**config.mk**
```make
export PLATFORM = sky130hd
export DESIGN_NAME = sat_div_16bit
export DESIGN_NICKNAME = d
export VERILOG_FILES = /design/src/rtl/sat_div_16bit.sv
export SDC_FILE = /design/constraint.sdc
export NUM_CORES = 1
export LEC_CHECK = 0
export CAP_MARGIN = 20
export CORE_MARGIN = 4
export CORE_UTILIZATION = 36
export DETAILED_ROUTE_END_ITERATION = 8
export GPL_TIMING_DRIVEN = 0
export PLACE_DENSITY = 0.63
export RECOVER_POWER = 100
export SYNTH_ARGS = -nofsm -noshare
export SYNTH_HDL_FRONTEND = slang
export SYNTH_SLANG_ARGS = --single-unit
```
**constraint.sdc**
```tcl
create_clock -name clk -period 4.9 [get_ports clk]
set_input_delay 1.225 -clock clk [delete_from_list [all_inputs] [get_ports clk]]
set_output_delay 1.225 -clock clk [all_outputs]
set_load 0.02 [all_outputs]
```
**src/rtl/sat_div_16bit.sv**
```systemverilog
// sat_div_16bit: signed 16-bit restoring divider, 16 CALC cycles, saturating on overflow and divide-by-zero.
// Define DIV_REMAINDER_EN to add the signed REM output.
module sat_div_16bit (
    input  logic        clk,
    input  logic        rst,
    input  logic        start,
    input  logic [15:0] A,
    input  logic [15:0] B,
    output logic [15:0] QUOT,
`ifdef DIV_REMAINDER_EN
    output logic [15:0] REM,
`endif
    output logic        busy,
    output logic        done,
    output logic        dbz
);
    typedef enum logic [1:0] {IDLE, CALC, DONE} state_t;
    state_t      r_state, w_next;
    logic [3:0]  r_cnt;
    logic [15:0] r_dvd, r_rem;
    logic [16:0] r_bmag;
    logic        r_sq;
`ifdef DIV_REMAINDER_EN
    logic        r_sa;
`endif
    logic [15:0] w_amag, w_bmag, w_rem_n, w_quo_n, w_quot;
    logic [16:0] w_sh, w_diff;
    logic        w_ge, w_bz;
    assign w_amag  = A[15] ? -A : A;
    assign w_bmag  = B[15] ? -B : B;
    assign w_bz    = B == 16'd0;
    // 17-bit trial subtraction: bit 16 is the borrow, so 16'h8000 stays unsigned 32768
    assign w_sh    = {r_rem, r_dvd[15]};
    assign w_diff  = w_sh - r_bmag;
    assign w_ge    = ~w_diff[16];
    assign w_rem_n = w_ge ? w_diff[15:0] : w_sh[15:0];
    assign w_quo_n = {r_dvd[14:0], w_ge};
    assign w_quot  = r_sq ? -w_quo_n : (w_quo_n[15] ? 16'h7FFF : w_quo_n);
    assign busy    = r_state != IDLE;
    assign done    = r_state == DONE;
    always_comb begin
        w_next = r_state;
        case (r_state)
            IDLE:    w_next = start ? (w_bz ? DONE : CALC) : IDLE;
            CALC:    w_next = (r_cnt == 4'd15) ? DONE : CALC;
            default: w_next = IDLE;
        endcase
    end
    always_ff @(posedge clk or posedge rst) begin
        if (rst) r_state <= IDLE;
        else     r_state <= w_next;
    end
    always_ff @(posedge clk or posedge rst) begin
        if (rst) begin
            r_cnt  <= 4'd0;
            r_dvd  <= 16'd0;
            r_rem  <= 16'd0;
            r_bmag <= 17'd0;
            r_sq   <= 1'b0;
            QUOT   <= 16'd0;
            dbz    <= 1'b0;
`ifdef DIV_REMAINDER_EN
            r_sa   <= 1'b0;
            REM    <= 16'd0;
`endif
        end else if (r_state == IDLE && start) begin
            r_cnt  <= 4'd0;
            r_dvd  <= w_amag;
            r_rem  <= 16'd0;
            r_bmag <= {1'b0, w_bmag};
            r_sq   <= A[15] ^ B[15];
            dbz    <= w_bz;
`ifdef DIV_REMAINDER_EN
            r_sa   <= A[15];
`endif
            if (w_bz) begin
                QUOT <= A[15] ? 16'h8000 : 16'h7FFF;
`ifdef DIV_REMAINDER_EN
                REM  <= A;
`endif
            end
        end else if (r_state == CALC) begin
            r_cnt <= r_cnt + 4'd1;
            r_dvd <= w_quo_n;
            r_rem <= w_rem_n;
            if (r_cnt == 4'd15) begin
                QUOT <= w_quot;
`ifdef DIV_REMAINDER_EN
                REM  <= r_sa ? -w_rem_n : w_rem_n;
`endif
            end
        end
    end
endmodule

```
# == After elaboration in Yosys (flattened, before gate mapping) ==
# Cells that the tools add are included.
# W data, S select, Z words.
# classes
n_addsub,5
eq_ne,4
n_mux,20
bitwise_logic,2
n_reduce_logical,7
# ops
op,n
$mux W16,13
$neg A16 Y16,3
$sub A17 B16 Y17,1
$logic_not A16 Y1,1
$mux W15,1
$mux W4,2
$mux W2,3
$reduce_bool A2 Y1,3
$add A4 B1 Y4 const B,1
$eq A4 B4 Y1 const B,1
$pmux W2 S2,1
$reduce_and A3 Y1,1
$eq A2 B1 Y1 const B,1
$eq A2 B2 Y1 const B,1
$logic_not A2 Y1,1
$ne A2 B2 Y1 const B,1
$logic_and A1 B1 Y1,1
$not A1 Y1,1
$xor A1 B1 Y1,1
# totals
register_bits,72
output_inout_bits,19
wordCells,46

# == Logic depth before layout (Yosys ltp) ==
# Gate-level depths: netlist of the first run.
# depth
ltp_word,7
depth_mapped,19

# == Worst setup path before layout of the first run ==
# OpenSTA, ideal clock, no wires.
# synth_timing
kind,flip-flop to flip-flop
start,register r_dvd[15]
end,register QUOT[12]
arrival_ps,4143
path_slack_ps,681
path_stages_with_launch,20
cell_sequence,dfrtp_1 > inv_1 > ha_1 > fa_1 > nor2b_1 > o31a_1 > a21oi_1 > o21ai_0 > xnor2_1 > buf_2 > buf_2 > ha_1 > or3b_4 > or3_4 > or3_4 > or2_4 > o41ai_4 > xnor2_1 > o21ai_2 > o21ai_1
# synth_via
elab_chain_cells,7
# synth_lines
element,line,source
start: declaration,20,"logic [15:0] r_dvd, r_rem;"
start signal: assignment,68,r_dvd <= w_amag;
start signal: assignment,84,r_dvd <= w_quo_n;
$sub A17 B16 Y17,34,assign w_diff = w_sh - r_bmag;
$not A1 Y1,35,assign w_ge = ~w_diff[16];
$neg A16 Y16,38,assign w_quot = r_sq ? -w_quo_n : (w_quo_n[15] ? 16'h7FFF : w_quo_n);
$mux W16,38,
$mux W16,86,if (r_cnt == 4'd15) begin
$mux W16,82,end else if (r_state == CALC) begin
$mux W16,66,end else if (r_state == IDLE && start) begin
end signal: assignment,77,QUOT <= A[15] ? 16'h8000 : 16'h7FFF;
end signal: assignment,87,QUOT <= w_quot;
end: declaration,9,"output logic [15:0] QUOT,"
# Every way passes these cells. The select of a mux whose other input is x is not followed.
# A chain may end at the register's enable or synchronous reset.

# == Worst setup path after layout of the first run ==
# layout_timing
start,register r_dvd[15]
end,register QUOT[10]
# Same word-level chain as after synthesis.

==> flow_summary.yaml, run 1 <==
cts:
  postCtsHoldBufs: 0
  clock_sinks: 72
  clk_pin_slew_ns: 0.06
  cts_buffer_depth: 2
  h-tree-depth: 3
  cts_tree: "built"
  root_buffer: "clkbuf_16"
  clk_latency_ns: 0.34
  numCtsBuffers: 9
synth:
  yosys_register_bits: 72
  synth_fp_nets: 623
  synth_area_leaders: "dfrtp_1 38%, o21ai_0 7.8%, ha_1 5.2%, nand2_1 4.9%, xor2_1 4.6%"
  muxShareOfSynthArea: 0.0167
  synth_xor_xnor_area_share: 0.0805
  synth_top_family_by_area: "compound AO/OA/AOI/OAI gates"
  postSynthAreaPerCell_um2: 8.44
  yosysUniqueCellTypes: 59
  synth_most_common_cell: "o21ai_0"
  synth-edff-count: 0
  synth_common_cells: "75 x o21ai_0, 72 x dfrtp_1, 62 x nand2_1"
  synthCells: 567
  yosys.area.top_type: "dfrtp_1"
  synth_compound_area_frac: 0.225
  synth_area_mm2: 0.00479
  ys_warn_count: 0
  synthAdderAreaFrac: 0.0565
  synth-simple-area-share: 0.192
  ys_async_sr_fraction: 1.00
  ys_seq_area_frac: 0.376
  ys.flop_type: "dfrtp_1"
  synth_top_area_frac: 0.376
setup_path:
  critPathCapture: "QUOT[10]"
  start_kind: "flop"
  reg2reg_slack_ns: 0.35
  r2r_start: "r_dvd[15]"
  arrival_ns: 4.74
  crit_path_max_fanout: 4
  r2r-end: "QUOT[10]"
  cp-startpoint: "r_dvd[15]"
  r2r.worst_path.cells: 18
  path_class: "reg2reg"
  end_kind: "flop"
  required_ns: 5.09
floorplan:
  fp.coreArea_mm2: 0.0128
  fp-row-count: 41
  ios: 54
  fp.dieW_um: 123
  dieArea_mm2: 0.0152
  start_util: 0.373
  die_h_um: 123
drt:
  dr_wl_met2_um: 5980
  top_layer_used: "met4"
  drcViolationCount: 0
  dr_wl_met3_um: 670
  ant_nets: 0
  met1_length_um: 6380
  vias_per_cell: 5.43
  via_count: 4397
  wl_um: 13300
  drt_iter0_drc: 334
  dr.pass1.iters: 5
  wl_per_cell_um: 16.4
timing:
  slew_headroom: 0.105
  fin_ws_ns: 0.349
  finalHoldViolCount: 0
  fin_setup_tns_ns: 0
  min_period_ns: 4.55
  setup_viol: 0
  drv_slew: 0
  rsz0062_at_grt: "no"
  fmax_mhz: 220
  post-route-period-util: 0.929
  worst_slew_pin_slew_ns: 1.34
  clock_skew_ns: 0.0124
  whs_ns: 0.477
global_route:
  grt_overflow: 0
  antenna_found_initial: 0
  grt_max_degree: 55
  grt_pass1_wl_um: 21600
  track_usage: 0.182
  grt_pass1_vias: 4207
power_and_ir_drop:
  worst_ir_drop_vdd_uv: 282
  finalPower_mw: 4.48
  p_leak_nw: 2.45
  pwr_density_cell_mw_per_mm2: 767
finish:
  fin_cells: 810
  diodes: 0
  nFillCells: 1282
  area_delta_synth_final_pct: 22.1
  final_area_mm2: 0.00584
  nets: 689
  finish.utilization: 0.456
  drive_above_1_share: 0.0564
worst_hold_path:
  hold_path_depth: 2
  hp-class: "reg2reg"
place:
  hpwl_um: 10400
  gp_congestion: 0.885
  port_buffers: 52
  place_ws_ns: -0.164
  dp_cells: 792
  placed_area_mm2: 0.00555
flow_run:
  drv_cap: 0
status:
  run_status: "finished clean"
how the worst min path moves through the flow:
stage                     startpoint         end  slack [ns]
after floorplan           r_bmag[10]  r_bmag[10]        0.45
after global placement     r_bmag[5]   r_bmag[5]        0.47
after detailed placement   r_bmag[7]   r_bmag[7]        0.47
after CTS                  r_bmag[7]   r_bmag[7]        0.49
after global routing        QUOT[12]    QUOT[12]        0.51
final                        QUOT[2]     QUOT[2]        0.48
logic make-up (layout without fill, tap and decap cells):
group	Yosys count	count (layout)
AOI/OAI and AO/OA	174	174
muxes	8	8
and+or+nand+nor	190	190
xor gates and xnor gates	44	44
DFF	72	72
adders and majority gates	21	21
buffers and inverters	58	129
layout by cell type (no fill, tap or decap), types with 3 or more instances in the layout:
cell / n
dfrtp_1: 72
or4_1: 4
nor2b_1: 9
clkbuf_1: 24
nor2_1: 43
nand4_1: 5
a21oi_1: 28
a22oi_1: 14
a21o_1: 3
nand2b_1: 8
nor4_1: 3
xor2_1: 25
nand2_1: 62
dlygate4sd3_1: 25
mux2i_1: 8
xnor2_1: 19
nor3_1: 6
o31ai_1: 12
and3_1: 4
buf_4: 6
nand3_1: 27
or3_1: 5
a31oi_1: 9
ha_1: 20
clkbuf_16: 9
clkdlybuf4s50_1: 27
inv_1: 26
o21ai_0: 74
a211oi_1: 6
what timing repair did:
action,in CTS,in global routing
buffers inserted,0,3
gates resized for setup,1,3
endpoints found under the setup margin,3,3
gates cloned,0,0
critical path, cell delays in order (launching register included):
cell and delay [ns]:
dfrtp_1 0.37, inv_1 0.10, ha_1 0.24, fa_1 0.38, nor2b_1 0.22, o31a_1 0.22
a21oi_1 0.14, o21ai_1 0.20, xnor2_1 0.26, buf_6 0.17, ha_1 0.15, or3b_4 0.39
or3_4 0.35, or3_4 0.34, or2_4 0.26, nor2_1 0.13, a21oi_1 0.09, o221ai_1 0.27
a31oi_1 0.12
per-layer routing:
layer  vias to the layer above  GRT usage
met1                      2112      0.266
met5                         -          0
met4                         0     0.0664
met2                       120      0.274
li1                       2152          -
met3                        13     0.0279
state kept, by name, summed over array words and instances, names as in the netlist:
signal and cells:
r_rem 16, r_bmag 16, QUOT 16, r_cnt 4, r_dvd 16, dbz 1, r_sq 1, r_state 2
power by group:
part / switching, mW / leakage, nW / total, mW / internal, mW
combinational: 1.52 / 1.43 / 2.63 / 1.11
clock: 0.254 / 0.145 / 0.663 / 0.409
sequential: 0.289 / 0.875 / 1.18 / 0.895
total: 2.06 / 2.45 / 4.48 / 2.42
final cells by class:
| cell class | instances | area (µm²) | share of cell area |
|---|---|---|---|
| plain buffers | 30 | 136 | 0.0233 |
| clock buffers | 10 | 239 | 0.0409 |
| clock inverters | 6 | 67.6 | 0.0116 |
| inverters | 27 | 103 | 0.0176 |
| multi-input cells | 437 | 2740 | 0.468 |
| flip-flops and latches | 72 | 1800 | 0.308 |
| well taps | 172 | 215 | 0.0368 |
| repair buffers | 56 | 544 | 0.0932 |
Power figures use the tool's default switching activity.
==> run 2: changes to the inputs <==
--- a/config.mk
+++ b/config.mk
@@ -11,7 +11,7 @@
 export DETAILED_ROUTE_END_ITERATION = 8
 export GPL_TIMING_DRIVEN = 0
 export PLACE_DENSITY = 0.63
-export RECOVER_POWER = 100
+export RECOVER_POWER = 25
 export SYNTH_ARGS = -nofsm -noshare
 export SYNTH_HDL_FRONTEND = slang
 export SYNTH_SLANG_ARGS = --single-unit
==> run 2 against run 1 <==
Net effect:
- via count increased by 0.20%
- total power increased by 1.2%
- non-clock buffer count unchanged
- global-route usage unchanged
- final area increased by 0.41%
- sequential power about the same
- count of clock-buffer cells in the layout unchanged
- register-to-register slack improved by 0.03 ns
- cell count unchanged
- clock skew decreased by 0.00061 ns
==> flow_summary.yaml, run 2 (synthesized netlist as in run 1, its figures left out) <==
drt:
  vias_per_cell: 5.44
  via_count: 4406
  drcViolationCount: 0
  dr_wl_met2_um: 5890
  wl_per_cell_um: 16.4
  wl_um: 13300
  ant_nets: 0
  met1_length_um: 6370
  dr_wl_met3_um: 780
  top_layer_used: "met4"
  drt_iter0_drc: 409
  dr.pass1.iters: 5
global_route:
  grt_overflow: 0
  grt_pass1_wl_um: 21600
  grt_pass1_vias: 4207
  grt_max_degree: 55
  antenna_found_initial: 0
  track_usage: 0.182
setup_path:
  reg2reg_slack_ns: 0.38
  start_kind: "flop"
  cp-startpoint: "r_dvd[15]"
  crit_path_max_fanout: 4
  critPathCapture: "QUOT[10]"
  arrival_ns: 4.73
  r2r_start: "r_dvd[15]"
  end_kind: "flop"
  required_ns: 5.11
  r2r.worst_path.cells: 18
  r2r-end: "QUOT[10]"
  path_class: "reg2reg"
cts:
  cts_tree: "built"
  root_buffer: "clkbuf_16"
  clock_sinks: 72
  h-tree-depth: 3
  clk_latency_ns: 0.34
  clk_pin_slew_ns: 0.06
  numCtsBuffers: 9
  cts_buffer_depth: 2
power_and_ir_drop:
  worst_ir_drop_vdd_uv: 278
  p_leak_nw: 2.46
  pwr_density_cell_mw_per_mm2: 773
finish:
  final_common_cell: "o21ai_0"
  finish.utilization: 0.457
  layout.cells.most_common_list: "74 x o21ai_0, 72 x dfrtp_1, 62 x nand2_1"
  multiInputGateArea_mm2: 0.00274
  fin_cells: 810
  drive_above_1_share: 0.0658
  regArea_mm2: 0.00180
  nets: 689
  diodes: 0
  area_delta_synth_final_pct: 22.6
  nFillCells: 1279
worst_hold_path:
  hp-class: "reg2reg"
  hold_path_depth: 2
floorplan:
  fp-row-count: 41
  die_h_um: 123
  dieArea_mm2: 0.0152
  ios: 54
  fp.coreArea_mm2: 0.0128
  fp.dieW_um: 123
  start_util: 0.373
timing:
  min_period_ns: 4.52
  post-route-period-util: 0.922
  setup_viol: 0
  finalHoldViolCount: 0
  drv_slew: 0
  fmax_mhz: 221
  rsz0062_at_grt: "no"
  worst_slew_pin_slew_ns: 1.34
  fin_ws_ns: 0.382
  clock_skew_ns: 0.0118
  slew_headroom: 0.108
place:
  dp_cells: 792
  gp_congestion: 0.885
  hpwl_um: 10400
  port_buffers: 52
  place_ws_ns: -0.164
status:
  run_status: "finished clean"
flow_run:
  drv_cap: 0
[run 2: what timing repair did]
action,CTS,global route
hold buffers,0,0
buffers inserted,0,3
endpoints found under the setup margin,3,3
resized for setup,1,3
pin swaps,0,0
endpoints found under the hold margin,0,0
[run 2: final cells by class]
| class | count | share of cell area |
|---|---|---|
| flip-flops and latches | 72 | 0.307 |
| clock buffers | 10 | 0.0407 |
| well taps | 172 | 0.0367 |
| clock inverters | 6 | 0.0115 |
| inverters | 27 | 0.0175 |
| multi-input cells | 437 | 0.468 |
| repair buffers | 56 | 0.0934 |
| plain buffers | 30 | 0.0254 |
[run 2: worst min path at each step]
stage	start	to
after CTS	r_bmag[7]	r_bmag[7]
after global placement	r_bmag[5]	r_bmag[5]
after detailed placement	r_bmag[7]	r_bmag[7]
after global routing	r_bmag[14]	r_bmag[14]
after floorplan	r_bmag[10]	r_bmag[10]
final	r_bmag[7]	r_bmag[7]
[run 2: per-stage QoR]
stage	TNS [ns]	cell area [µm²]	power [mW]	hold slack (ns)
after detailed placement	-0.468	5550	3.78	0.474
after global routing	0	5870	4.92	0.508
final	0	5870	4.54	0.481
after global placement	-0.256	5520	3.70	0.465
after floorplan	0	4790	3.01	0.450
after CTS	0	5860	4.44	0.486
[run 2: per-layer routing]
metal  track usage  up-vias
met5             0        -
met4        0.0664        0
met3        0.0279       13
met2         0.274      137
met1         0.266     2104
li1              -     2152
[run 2: power by group]
part / internal (mW) / switching, mW / total [mW]
Combinational: 1.16 / 1.52 / 2.68
Clock: 0.409 / 0.257 / 0.666
Sequential: 0.895 / 0.293 / 1.19
[run 2: critical path: stages, from the launching register on]
cell and delay (ns):
dfrtp_1 0.38, inv_1 0.10, ha_1 0.24, fa_1 0.38, nor2b_1 0.22, o31a_1 0.22, a21oi_1 0.14, o21ai_1 0.25
xnor2_2 0.19, buf_6 0.15, ha_1 0.15, or3b_4 0.39, or3_4 0.35, or3_4 0.34, or2_4 0.26, nor2_1 0.14
a21oi_1 0.09, o221ai_1 0.27, a31oi_1 0.12
==> run 3: changes to the inputs <==
--- a/config.mk
+++ b/config.mk
@@ -6,8 +6,10 @@
 export NUM_CORES = 1
 export LEC_CHECK = 0
 export CAP_MARGIN = 20
+export CORE_ASPECT_RATIO = 0.7
 export CORE_MARGIN = 4
 export CORE_UTILIZATION = 36
+export CTS_CLUSTER_DIAMETER = 150
 export DETAILED_ROUTE_END_ITERATION = 8
 export GPL_TIMING_DRIVEN = 0
 export PLACE_DENSITY = 0.63
==> run 3 against run 2 <==
Net effect:
- flip-flop and latch count unchanged
- largest cell class unchanged
- critical path depth increased by 1
- highest routed layer unchanged
- routed wire length increased by 5.0%
- register-to-register slack got worse by 0.10 ns
- count of clock-buffer cells in the layout increased by 2
- clock skew decreased by 0.0068 ns
- cell count decreased by 1.5%
- fmax decreased by 2.2%
==> flow_summary.yaml, run 3 (synthesized netlist as in run 1, its figures left out) <==
finish:
  final_common_cell: "o21ai_0"
  diodes: 0
  nets: 688
  area_delta_synth_final_pct: 21.8
  fin_cells: 798
  drive_above_1_share: 0.0629
  final_area_mm2: 0.00583
  layout.cells.most_common_list: "73 x o21ai_0, 72 x dfrtp_1, 62 x nand2_1"
setup_path:
  crit_slowest_cell: "fa_1"
  crit_cells: 19
  start_kind: "flop"
  path_class: "reg2reg"
  r2r_start: "r_dvd[15]"
  crit_path_max_fanout: 10
  reg2reg_slack_ns: 0.28
  cp-startpoint: "r_dvd[15]"
  critPathMaxStageDelay_ns: 0.40
  cp_num_buf_inv: 3
  critical-path-top-delay-family: "simple AND/OR/NAND/NOR gates"
  arrival_ns: 4.83
  crit_chain: "inv_1, ha_1, fa_1, nor2b_2, o31a_1, a21oi_1, o21ai_2, xnor2_2, buf_4, buf_2, ha_1, or3b_4, or3_4, or3_4, or2_4, nor2_1, a21oi_1, o221ai_1, a31oi_1"
  r2r.worst_path.cells: 19
  end_kind: "flop"
  r2r-end: "QUOT[10]"
  required_ns: 5.11
global_route:
  grt_pass1_wl_um: 22800
  grtUsageMet3: 0.0440
  grt_overflow: 0
  grt.busiest_layer: "met1"
  track_usage: 0.186
  grt_pass1_vias: 4330
  grtUsageMet1: 0.284
  use_met2: 0.255
  grt_max_degree: 54
  antenna_found_initial: 0
timing:
  drv_slew: 0
  slew_headroom: 0.0860
  rsz0062_at_grt: "no"
  fmax_mhz: 216
  setup_viol: 0
  min_period_ns: 4.62
  clock_skew_ns: 0.00499
  worst_slew_pin_slew_ns: 1.37
  whs_ns: 0.480
  post-route-period-util: 0.943
  finalHoldViolCount: 0
floorplan:
  fp-row-count: 34
  start_util: 0.376
  die_h_um: 104
  fp.coreArea_mm2: 0.0127
  fp.dieW_um: 146
  dieArea_mm2: 0.0152
  ios: 54
cts:
  clock_sinks: 72
  h-tree-depth: 3
  cts_buffer_depth: 2
  clk_pin_slew_ns: 0.06
  postCtsHoldBufs: 0
  numCtsBuffers: 9
  root_buffer: "clkbuf_16"
  cts_tree: "built"
  clk_latency_ns: 0.34
place:
  placed_area_mm2: 0.00554
  dp_cells: 782
  port_buffers: 52
  hpwl_um: 10700
  gp_congestion: 0.906
worst_hold_path:
  hp-start: "r_bmag[5]"
  min_to: "r_bmag[5]"
  hold_path_depth: 2
  hp-class: "reg2reg"
status:
  run_status: "finished clean"
power_and_ir_drop:
  pwr_density_cell_mw_per_mm2: 777
  p_clk_frac: 0.145
  worst_ir_drop_vdd_uv: 316
  combPwrFrac: 0.595
  p_leak_nw: 2.45
  switching_share: 0.463
  finalPower_mw: 4.53
  power.internal_mw: 2.43
  p_switching_mw: 2.10
  p_seq_frac: 0.260
drt:
  drcViolationCount: 0
  via_count: 4453
  drt_iter0_drc: 340
  ant_nets: 0
  wl_um: 13900
  wl_per_cell_um: 17.5
  vias_per_cell: 5.58
  dr.pass1.iters: 5
flow_run:
  drv_cap: 0
-- run 3: power by group through the flow --
stage | clock network, mW | registers [mW] | logic (mW)
floorplan | 0 | 1.16 | 1.85
global placement | 0 | 1.17 | 2.53
detailed placement | 0 | 1.18 | 2.61
CTS | 0.666 | 1.17 | 2.65
global route | 0.690 | 1.22 | 3.01
finish | 0.657 | 1.18 | 2.70
-- run 3: how the worst max path moves through the flow --
stage          slack [ns]        to
2_1_floorplan        0.68  QUOT[12]
3_3_place_gp         0.07  QUOT[10]
3_5_place_dp        -0.03  QUOT[10]
4_1_cts              0.10  QUOT[10]
5_1_grt              0.04  QUOT[14]
6_report             0.28  QUOT[10]
-- run 3: through the flow --
stage / setup TNS (ns) / utilization / worst slack [ns]
after floorplan: 0 / - / 0.681
after global placement: 0 / 0.433 / 0.0672
after detailed placement: -0.0582 / 0.435 / -0.0328
after CTS: 0 / 0.459 / 0.103
after global routing: 0 / 0.458 / 0.0431
final: 0 / 0.458 / 0.280
-- run 3: what timing repair did --
item	in CTS	in global routing
setup buffers	1	0
setup endpoints to repair	3	3
gates resized for setup	1	5
cloned	0	0
pin swaps	0	0
-- run 3: per-layer routing --
| metal | share of wire | wire, µm | vias up |
|---|---|---|---|
| li1 | - | - | 2155 |
| met1 | 0.51 | 7070 | 2123 |
| met2 | 0.40 | 5620 | 157 |
| met3 | 0.072 | 1000 | 18 |
| met4 | 0.018 | 244 | 0 |
| met5 | 0 | 0 | - |
-- run 3: worst min-delay path: cells and delay by family (launching register included) --
family,cells,cell delay (ns)
AND/OR/NAND/NOR,1,0.04
AO/OA/AOI/OAI,1,0.06
flip-flops,1,0.34
-- run 3: layout make-up --
class,count,area [µm²]
flip-flops and latches,72,1800
clock buffers,12,246
well taps,162,203
plain buffers,31,150
multi-input cells,437,2750
inverters,27,103
repair buffers,54,533
clock inverters,3,42.5
fillers,1211,6890
